==> config.mk <==
export PLATFORM = sky130hd
export DESIGN_NAME = ex_stage
export DESIGN_NICKNAME = d
export VERILOG_FILES = /design/src/rtl/ex_stage.sv
export SDC_FILE = /design/constraint.sdc
export NUM_CORES = 1
export LEC_CHECK = 0
export CORE_MARGIN = 10
export CORE_UTILIZATION = 45
export CTS_BUF_LIST = sky130_fd_sc_hd__clkbuf_2
export CTS_CLUSTER_SIZE = 20
export DETAILED_ROUTE_END_ITERATION = 8
export PLACE_DENSITY_LB_ADDON = 0.08
export SYNTH_ARGS = -nofsm -noshare
export SYNTH_HDL_FRONTEND = slang
export SYNTH_SLANG_ARGS = --single-unit
export TNS_END_PERCENT = 1
==> constraint.sdc <==
create_clock -name clk -period 4.9 [get_ports clk]
set_input_delay 0.98 -clock clk [delete_from_list [all_inputs] [get_ports clk]]
set_output_delay 0.98 -clock clk [all_outputs]
set_load 0.02 [all_outputs]
==> src/rtl/ex_stage.sv <==
// Execute stage: ALU, branch target, write-register select and a
// 32-step shift-add multiplier feeding the EX/MEM pipeline register.
//
// Ports:
//   clk, startin          clock and synchronous active-high reset
//   EX_valid, EX_flush    slot valid and synchronous kill of the EX op
//   EX_wb, EX_m           WB/MEM control bits, passed through
//   EX_reg_dst            1 selects rd, 0 selects rt
//   EX_alu_op, EX_alu_src ALU class and operand-B select
//   EX_pc_plus_4          PC+4 of the instruction
//   EX_reg_data1/2        operand A, register operand B / store data
//   EX_sign_ext_imm       immediate, [5:0] doubles as funct
//   EX_instr_20_16/15_11  rt and rd fields
//   ex_stall              hold request to ID/EX and upstream stages
//   MEM_*                 registered EX/MEM outputs
module ex_stage (
    input  logic        clk,
    input  logic        startin,
    input  logic        EX_valid,
    input  logic        EX_flush,
    input  logic [1:0]  EX_wb,
    input  logic [2:0]  EX_m,
    input  logic        EX_reg_dst,
    input  logic [1:0]  EX_alu_op,
    input  logic        EX_alu_src,
    input  logic [31:0] EX_pc_plus_4,
    input  logic [31:0] EX_reg_data1,
    input  logic [31:0] EX_reg_data2,
    input  logic [31:0] EX_sign_ext_imm,
    input  logic [4:0]  EX_instr_20_16,
    input  logic [4:0]  EX_instr_15_11,
    output logic        ex_stall,
    output logic        MEM_valid,
    output logic [1:0]  MEM_wb,
    output logic [2:0]  MEM_m,
    output logic [31:0] MEM_branch_target,
    output logic        MEM_zero,
    output logic [31:0] MEM_alu_result,
    output logic [31:0] MEM_reg_data2,
    output logic [4:0]  MEM_write_reg
);

    typedef enum logic [1:0] {
        S_IDLE,
        S_MUL,
        S_DONE
    } state_t;

    localparam logic [5:0] F_ADD = 6'h20;
    localparam logic [5:0] F_SUB = 6'h22;
    localparam logic [5:0] F_AND = 6'h24;
    localparam logic [5:0] F_OR  = 6'h25;
    localparam logic [5:0] F_SLT = 6'h2A;
    localparam logic [5:0] F_MUL = 6'h18;

    state_t      state_q, state_d;
    logic [4:0]  cnt_q, cnt_d;
    logic [31:0] acc_q, acc_d;
    logic [31:0] mcand_q, mcand_d;
    logic [31:0] mplier_q, mplier_d;

    logic        mem_valid_q, mem_valid_d;
    logic [1:0]  mem_wb_q, mem_wb_d;
    logic [2:0]  mem_m_q, mem_m_d;
    logic [31:0] mem_bt_q, mem_bt_d;
    logic        mem_zero_q, mem_zero_d;
    logic [31:0] mem_res_q, mem_res_d;
    logic [31:0] mem_rd2_q, mem_rd2_d;
    logic [4:0]  mem_wr_q, mem_wr_d;

    logic [5:0]  funct;
    logic [31:0] op_a;
    logic [31:0] op_b;
    logic [31:0] alu_res;
    logic [31:0] res;
    logic        is_mul;
    logic        accept;
    logic        stall;
    logic        bubble;

    // Operand selection and ALU decode
    always_comb begin
        funct   = EX_sign_ext_imm[5:0];
        op_a    = EX_reg_data1;
        op_b    = EX_alu_src ? EX_sign_ext_imm : EX_reg_data2;
        is_mul  = (EX_alu_op == 2'b10) && (funct == F_MUL);
        alu_res = 32'h0;
        unique case (EX_alu_op)
            2'b00: alu_res = op_a + op_b;
            2'b01: alu_res = op_a - op_b;
            2'b11: alu_res = op_a | op_b;
            2'b10: begin
                case (funct)
                    F_ADD:   alu_res = op_a + op_b;
                    F_SUB:   alu_res = op_a - op_b;
                    F_AND:   alu_res = op_a & op_b;
                    F_OR:    alu_res = op_a | op_b;
                    F_SLT:   alu_res = {31'h0,
                                 $signed(op_a) < $signed(op_b)};
                    default: alu_res = 32'h0;
                endcase
            end
            default: alu_res = 32'h0;
        endcase
    end

    // Multiplier FSM: one shift-add step per MUL cycle
    always_comb begin
        state_d  = state_q;
        cnt_d    = cnt_q;
        acc_d    = acc_q;
        mcand_d  = mcand_q;
        mplier_d = mplier_q;
        stall    = 1'b0;
        accept   = (state_q == S_IDLE) && EX_valid &&
                   is_mul && !EX_flush;
        case (state_q)
            S_IDLE: begin
                if (accept) begin
                    state_d  = S_MUL;
                    cnt_d    = 5'd0;
                    acc_d    = 32'h0;
                    mcand_d  = op_a;
                    mplier_d = op_b;
                    stall    = 1'b1;
                end
            end
            S_MUL: begin
                stall = 1'b1;
                if (mplier_q[0]) begin
                    acc_d = acc_q + mcand_q;
                end
                mcand_d  = mcand_q << 1;
                mplier_d = mplier_q >> 1;
                cnt_d    = cnt_q + 5'd1;
                if (cnt_q == 5'd31) begin
                    state_d = S_DONE;
                end
            end
            S_DONE: begin
                // Inputs still show the held MUL; do not restart it
                state_d = S_IDLE;
            end
            default: begin
                state_d = S_IDLE;
            end
        endcase
        if (EX_flush) begin
            state_d = S_IDLE;
            cnt_d   = 5'd0;
            stall   = 1'b0;
        end
        if (startin) begin
            state_d = S_IDLE;
            cnt_d   = 5'd0;
            stall   = 1'b0;
        end
    end

    assign ex_stall = stall;

    // EX/MEM next values; datapath fields load even in a bubble
    always_comb begin
        res         = (state_q == S_DONE) ? acc_q : alu_res;
        bubble      = stall || !EX_valid || EX_flush;
        mem_valid_d = !bubble;
        mem_wb_d    = bubble ? 2'b00 : EX_wb;
        mem_m_d     = bubble ? 3'b000 : EX_m;
        mem_bt_d    = EX_pc_plus_4 + (EX_sign_ext_imm << 2);
        mem_res_d   = res;
        mem_zero_d  = (res == 32'h0);
        mem_rd2_d   = EX_reg_data2;
        mem_wr_d    = EX_reg_dst ? EX_instr_15_11 : EX_instr_20_16;
    end

    always_ff @(posedge clk) begin
        if (startin) begin
            state_q     <= S_IDLE;
            cnt_q       <= 5'd0;
            acc_q       <= 32'h0;
            mcand_q     <= 32'h0;
            mplier_q    <= 32'h0;
            mem_valid_q <= 1'b0;
            mem_wb_q    <= 2'b00;
            mem_m_q     <= 3'b000;
            mem_bt_q    <= 32'h0;
            mem_zero_q  <= 1'b0;
            mem_res_q   <= 32'h0;
            mem_rd2_q   <= 32'h0;
            mem_wr_q    <= 5'd0;
        end else begin
            state_q     <= state_d;
            cnt_q       <= cnt_d;
            acc_q       <= acc_d;
            mcand_q     <= mcand_d;
            mplier_q    <= mplier_d;
            mem_valid_q <= mem_valid_d;
            mem_wb_q    <= mem_wb_d;
            mem_m_q     <= mem_m_d;
            mem_bt_q    <= mem_bt_d;
            mem_zero_q  <= mem_zero_d;
            mem_res_q   <= mem_res_d;
            mem_rd2_q   <= mem_rd2_d;
            mem_wr_q    <= mem_wr_d;
        end
    end

    assign MEM_valid         = mem_valid_q;
    assign MEM_wb            = mem_wb_q;
    assign MEM_m             = mem_m_q;
    assign MEM_branch_target = mem_bt_q;
    assign MEM_zero          = mem_zero_q;
    assign MEM_alu_result    = mem_res_q;
    assign MEM_reg_data2     = mem_rd2_q;
    assign MEM_write_reg     = mem_wr_q;

endmodule
==> impl_results.md, run 1 <==
- Worst setup EP type: output pin
- Area after DPL: approximately 21,000 µm²
- Nets: 2,893
- Synthesis-to-finish area growth: 32.6%
- Hold_buf cts: 0
- RSZ-0062 raised after global routing: false
- DR iter-0 viols: 1,595
- Worst Path Required: 3920 ps
- Final Cycle Share: between 90 and 100%
- Maxcap violations: 0
- Fmax: about 0.22 GHz
- H-tree levels: 2
- Max clock buf depth: 3
- Drt first pass iters: 8
- DR DRC count: 0
- Fin Clk Skew: roughly 50 ps
- Cell chain of the critical path: clkdlybuf4s50_1, buf_4, nor2_1, buf_4, and4b_1, and4_1, nor2_1, nor2_1, clkdlybuf4s50_1
- Worst slew pin tran: 1340 ps
- Mapped Nets: 2,426
- Tot GR Track Use: 29.5%
- Critical path's most frequent cell: nor2_1
- Post-synth top area cell: dfxtp_1
- Setup TNS Final: 0 ps
- Post-synth EDFFs: 0
- Placed cell count: 2,978
- Final Cell Area: roughly 21,000 µm²
- CTS Buf Count: a little under 60
- Lkg Pwr: roughly 9.6 nW
- Clock root buffer master: clkbuf_2
- Top area cells in the synthesized netlist: dfxtp_1 26%, ha_1 12%, a21oi_1 5.7%
- Async SR Flop Fraction: 0%
- Final WS setup: 320 ps
- Arrival time worst endpoint: ~3600 ps
- Tot Pwr: roughly 5 mW
- Initial antenna violation count: 2
- Status: finished, final reports clean
- Clk sinks: about 210
- Top-area cell type share of the netlist area: 26.3%
- Routability Congestion: between 1 and 1.5
- Post-DP HPWL: about 53 mm
- CTS tree: yes
- Die height: approximately 210 µm
- Internal power: 3.20 mW
- Ports: 260
- Vias in the first global route: 17,400
- Startpoint Class: primary input
- Initial Utilization: 45.4%
- Psw: about 1.9 mW
- Switch share: 37.5%
- Clk pin slew, worst setup/hold paths: roughly 90 ps
- Power Density: 240 nW/µm²
- Share of total power in the clock network: 25.1%
- Layout Utilization: between 60 and 70%
- Grt ovf: 0
- Combinational share of power: 39.3%
- Slew Viols, Final: 0
- Count of different cell masters after synthesis: 75
- Final hold violations: 0
- Avg Cell Area, Syn: around 7.6 µm²
- Cells after Synth: 2,111
- Buffer count from post-CTS setup fixing: 0
- Hold WS: approximately 270 ps
- Slowest stage delay, CP: 610 ps
- Worst slack, placed: -541 ps
- Clk Latency, worst-skew pair: around 1100 ps
- Post-cts repair resize count: 0
- Num rows: 69
- DR vias: 18,000
- Yosys reg bits: 211
- Synth Cell Area: around 16,000 µm²
- Crit-path slowest cell: clkdlybuf4s50_1
- Post-Layout Cell Count: 3,085
- Part of the power in registers: around 36%
- Critical path peak fanout: 10
- Post-synth top flop: dfxtp_1
- Port-buffer cells: around 260
- VDD IR max: about 0.00016 V
- Vias per cell: about 5.8
- Crit Path Class: primary input to output pin
- Routed len/inst: 21.9 µm
- Die Span X: 209 µm
- Min Tclk post-route: approximately 4600 ps
- R2R cell count: 14
- Pin count of the biggest net entering global routing: 84
- Routed Antenna Nets: 0
- Setup-failing EPs final: 0
- Worst rel slew slack: approximately a tenth
- First-pass GRT wire length: 102 mm
- Yosys Warn Count: 0
- Final wirelength: about 68 mm
- Core Area: between 30,000 and 40,000 µm²
- Hold Path Stages: 2
- Die area: roughly 44,000 µm²
- Sequential area share after synthesis: 26.3%
- Hold Crit Class: primary input to flip-flop
- Fraction of layout cells with a size suffix above 1: between 10% and 20%
[synth_stat cells, types with 22 or more instances]
| master | count |
|---|---|
| nand3_1 | 39 |
| a31oi_1 | 23 |
| inv_1 | 113 |
| xnor2_1 | 57 |
| dfxtp_1 | 211 |
| nor2b_1 | 51 |
| o21ai_0 | 108 |
| a211oi_1 | 29 |
| a21o_1 | 47 |
| a21oi_1 | 183 |
| nand2_1 | 244 |
| and2_1 | 23 |
| xor2_1 | 28 |
| nor3_1 | 45 |
| mux2i_1 | 49 |
| nor2_1 | 207 |
| clkbuf_1 | 96 |
| ha_1 | 160 |
| a311oi_1 | 35 |
| nand2b_1 | 25 |
| and3_1 | 22 |
[placed cells by master, fill, tap and decap left out, types with 45 or more instances in the layout]
cell,n
o21ai_0,108
dfxtp_1,211
nor2b_1,50
mux2i_1,49
nand2_1,244
clkbuf_2,84
inv_1,113
a21o_1,47
buf_4,264
xnor2_1,57
ha_1,160
nor2_1,206
a21oi_1,183
clkdlybuf4s50_1,257
nor3_1,45
[final cells by class]
cell class	instances	area, µm²
fillers	3246	14100
flip-flops and latches	211	4220
inverters	114	428
diodes	5	12.5
clock inverters	18	85.1
repair buffers	523	4570
clock buffers	84	420
multi-input cells	1669	11000
well taps	461	577
[worst max-delay path, delay by kind of cell]
family / cells / cell delay (ps)
buffers and inverters: 4 / 1450
AND/OR/NAND/NOR: 5 / 1170
[power by group through the flow]
stage / registers (mW) / clock network, mW / logic (mW)
6_report: 1.82 / 1.28 / 2.01
5_1_grt: 1.83 / 1.41 / 2.15
4_1_cts: 1.82 / 1.33 / 1.98
3_5_place_dp: 1.86 / 0 / 1.97
3_3_place_gp: 1.86 / 0 / 1.96
2_1_floorplan: 1.97 / 0 / 0.901
[final timing paths]
| check | start | end | slack [ps] |
|---|---|---|---|
| min reg2reg | mplier_q[26] | mplier_q[25] | 460 |
| max reg2reg | acc_q[0] | acc_q[30] | 460 |
| min | startin | MEM_alu_result[30] | 270 |
| max | EX_sign_ext_imm[2] | ex_stall | 320 |
[routing by layer]
layer	global-route usage [%]	up-vias	wire length [µm]
met3	7.34	127	6800
met5	0	-	0
met1	39.9	8471	29800
met2	45.3	865	29200
met4	8.91	0	1810
li1	-	8537	-
[cells by family after synthesis]
group           share of synthesized area [%]
xor+xnor                                 4.63
simple gates                             21.9
compound gates                           25.7
fa+ha+maj                                12.9
flops                                    26.3
mux                                      3.12
buf+inv                                  5.44
Power figures use the tool's default switching activity.
==> run 2: changes to the inputs <==
--- a/config.mk
+++ b/config.mk
@@ -5,8 +5,10 @@
 export SDC_FILE = /design/constraint.sdc
 export NUM_CORES = 1
 export LEC_CHECK = 0
+export CELL_PAD_IN_SITES_DETAIL_PLACEMENT = 1
+export CELL_PAD_IN_SITES_GLOBAL_PLACEMENT = 2
 export CORE_MARGIN = 10
-export CORE_UTILIZATION = 45
+export CORE_UTILIZATION = 29
 export CTS_BUF_LIST = sky130_fd_sc_hd__clkbuf_2
 export CTS_CLUSTER_SIZE = 20
 export DETAILED_ROUTE_END_ITERATION = 8
==> run 2 against run 1 <==
Net effect:
- non-clock buffer count is 76 higher
- global-route usage is 6.3 points lower
- hold slack better by 34 ps
- die area is 49% higher
- via count is 0.11% higher
- core utilization is 20 points lower
- final cell count is 12% higher
- critical path depth is 1 lower
- worst setup slack worse by 160 ps
- power is 6.2% higher
- maximum frequency is 3.3% lower
- critical endpoint unchanged
- largest cell class unchanged
==> impl_results.md, run 2 (same netlist as run 1, synthesis figures left out) <==
- Status: finished, final reports clean
- Fraction of layout cells with a size suffix above 1: 17.4% (+3.0 points)
- Bufs and invs on worst path: 3 (-1)
- Critical path peak fanout: 8 (-2)
- Layout fillers: 6,777 (+110%)
- Most frequent cells in the layout: 336 x buf_4, 257 x clkdlybuf4s50_1, 244 x nand2_1
- CTS tree: yes
- Cell chain of the critical path: clkdlybuf4s50_1, buf_4, nand2b_1, nor2_1, and4_1, nor2_1, nor2_1, clkdlybuf4s50_1
- Final WS setup: 163 ps (-156 ps)
- Post-Layout Cell Count: 3,460 (+12%)
- Lkg Pwr: 10.0 nW (+4.8%)
- Final Cycle Share: 96.7% (+3.2 points)
- DR DRC count: 0 (unchanged)
- Crit-path slowest cell: clkdlybuf4s50_1
- Worst slew pin tran: 1030 ps (-311 ps)
- Power Density: 243 nW/µm² (+1.1%)
- Grt ovf: 0 (unchanged)
- Maxcap violations: 0 (unchanged)
- Worst Path Required: 3920 ps (about the same)
- Max clock buf depth: 3 (unchanged)
- Hold path startpoint: startin
- Routed Antenna Nets: 0 (unchanged)
- Crit Path Class: primary input to output pin
- R2r startpoint: acc_q[0]
- Initial Utilization: 29.2% (-16 points)
- Vias in the first global route: 19,100 (+9.4%)
- Worst slack, placed: -762 ps (-221 ps)
- CTS Buf Count: 69 (+17%)
- Worst setup EP type: output pin
- VDD IR max: 0.000130 V (-17%)
- Pin count of the biggest net entering global routing: 105 (+25%)
- Arrival time worst endpoint: 3760 ps (+160 ps)
- CP top delay family: buffers and inverters
- Slowest stage delay, CP: 670 ps (+60 ps)
- Clk Latency, worst-skew pair: 1060 ps (about the same)
- Num rows: 86 (+25%)
- Critical path's most frequent cell: nor2_1
- R2R cell count: 17 (+3)
- Final wirelength: 78.3 mm (+16%)
- Final hold violations: 0 (unchanged)
- Crit Reg-Reg Endpoint: acc_q[30]
- Fmax: 0.211 GHz (-3.3%)
- Tot GR Track Use: 23.3% (-6.3 points)
- Routability Congestion: 0.897 (-14%)
- Buffer count from post-CTS setup fixing: 0 (unchanged)
- Min Tclk post-route: 4740 ps (+156 ps)
- Placed cell count: 3,341 (+12%)
- Die height: 255 µm (+22%)
- Hold Crit Class: primary input to flip-flop
- Slew Viols, Final: 0 (unchanged)
- Hold Path Stages: 2 (unchanged)
- Die Span X: 255 µm (+22%)
- Ports: 260 (unchanged)
- Worst R2R Setup Slack: 400 ps (-60 ps)
- Nets: 2,979 (+3.0%)
- Die area: 65,300 µm² (+49%)
- Drt first pass iters: 5 (-3)
- H-tree levels: 3 (+1)
- Post-DP HPWL: 62.3 mm (+16%)
- WHS Endpoint: MEM_branch_target[23]
- First-pass GRT wire length: 118 mm (+15%)
- Post-cts repair resize count: 0 (unchanged)
- Clock root buffer master: clkbuf_2
- Fin Clk Skew: 46.8 ps (-1.77 ps)
- DR iter-0 viols: 831 (-48%)
- Worst rel slew slack: 31.4% (+21 points)
- DR vias: 18,000 (+0.11%)
- Routed len/inst: 22.6 µm (+3.2%)
- Port-buffer cells: 259 (unchanged)
- Initial antenna violation count: 5 (+3)
- Clk pin slew, worst setup/hold paths: 100 ps (about the same)
- Clk sinks: 211 (unchanged)
- Hold_buf cts: 0 (unchanged)
- Synthesis-to-finish area growth: 39.2%
- Vias per cell: 5.21 (-11%)
- RSZ-0062 raised after global routing: false
- Most common cell after layout, fill and taps aside: buf_4
- Startpoint Class: primary input
- Core Area: 55,000 µm² (+55%)
- Setup-failing EPs final: 0 (unchanged)
run 2: cell types whose count changed in the layout (fill, tap and decap cells not counted), moves of 2 or more:
cell        delta
clkinv_4       +2
clkbuf_2      +15
clkinvlp_4     -2
clkinv_1       -2
buf_12         +4
buf_4         +72
clkinv_2       -4
inv_2          +3
run 2: metal layers:
layer	track usage [%]	share of wire, %	vias up
met1	28.7	45	8849
li1	-	-	8692
met5	0	0.017	-
met4	7.44	2.8	2
met3	4.06	4.0	120
met2	40.3	48	356
run 2: worst reg2reg max path, stage by stage, from the launching register on:
cell and delay (ps):
dfxtp_1 360, ha_1 290, fa_1 440, a21o_1 180, a21o_1 190, a21oi_1 270
o21bai_1 150, o41ai_1 430, buf_4 200, o21ai_0 90, buf_4 210, a221o_1 390
a2111oi_1 410, buf_4 190, o41ai_1 120, a31oi_1 250, nand4_1 130, nand3_1 120
run 2: how the worst max path moves through the flow:
stage                to  depth (start not counted)  slack (ps)          startpoint
2_1_floorplan  MEM_zero                         16          60          EX_alu_src
6_report       ex_stall                          8         160        EX_alu_op[0]
3_3_place_gp   MEM_zero                         20        -780  EX_sign_ext_imm[0]
4_1_cts        ex_stall                          8         170        EX_alu_op[0]
3_5_place_dp   MEM_zero                         22        -760  EX_sign_ext_imm[0]
5_1_grt        ex_stall                          8          60        EX_alu_op[0]
run 2: stage by stage:
step | power (mW) | hold WS (ps) | cell area (µm²) | utilization [%] | TNS [ps]
floorplan | 2.87 | 432 | 16100 | - | 0
finish | 5.44 | 301 | 22400 | 40.7 | 0
detailed placement | 3.99 | 445 | 21800 | 39.6 | -3880
global route | 5.79 | 193 | 22400 | 40.7 | 0
CTS | 5.54 | 161 | 22400 | 40.7 | 0
global placement | 3.97 | 438 | 21800 | 39.6 | -3320
run 2: final cells by class:
class                   count  area (µm²)  area share [%]
clock buffers              99         495            2.21
inverters                 114         428            1.91
clock inverters            15        92.6           0.414
diodes                      5        12.5          0.0559
well taps                 748         936            4.18
repair buffers            599        5190            23.2
flip-flops and latches    211        4220            18.9
multi-input cells        1669       11000            49.2
run 2: power breakdown:
| part | switching, mW | internal (mW) | total [mW] |
|---|---|---|---|
| logic | 1.13 | 0.998 | 2.12 |
| registers | 0.0241 | 1.80 | 1.82 |
| clock network | 0.897 | 0.590 | 1.49 |
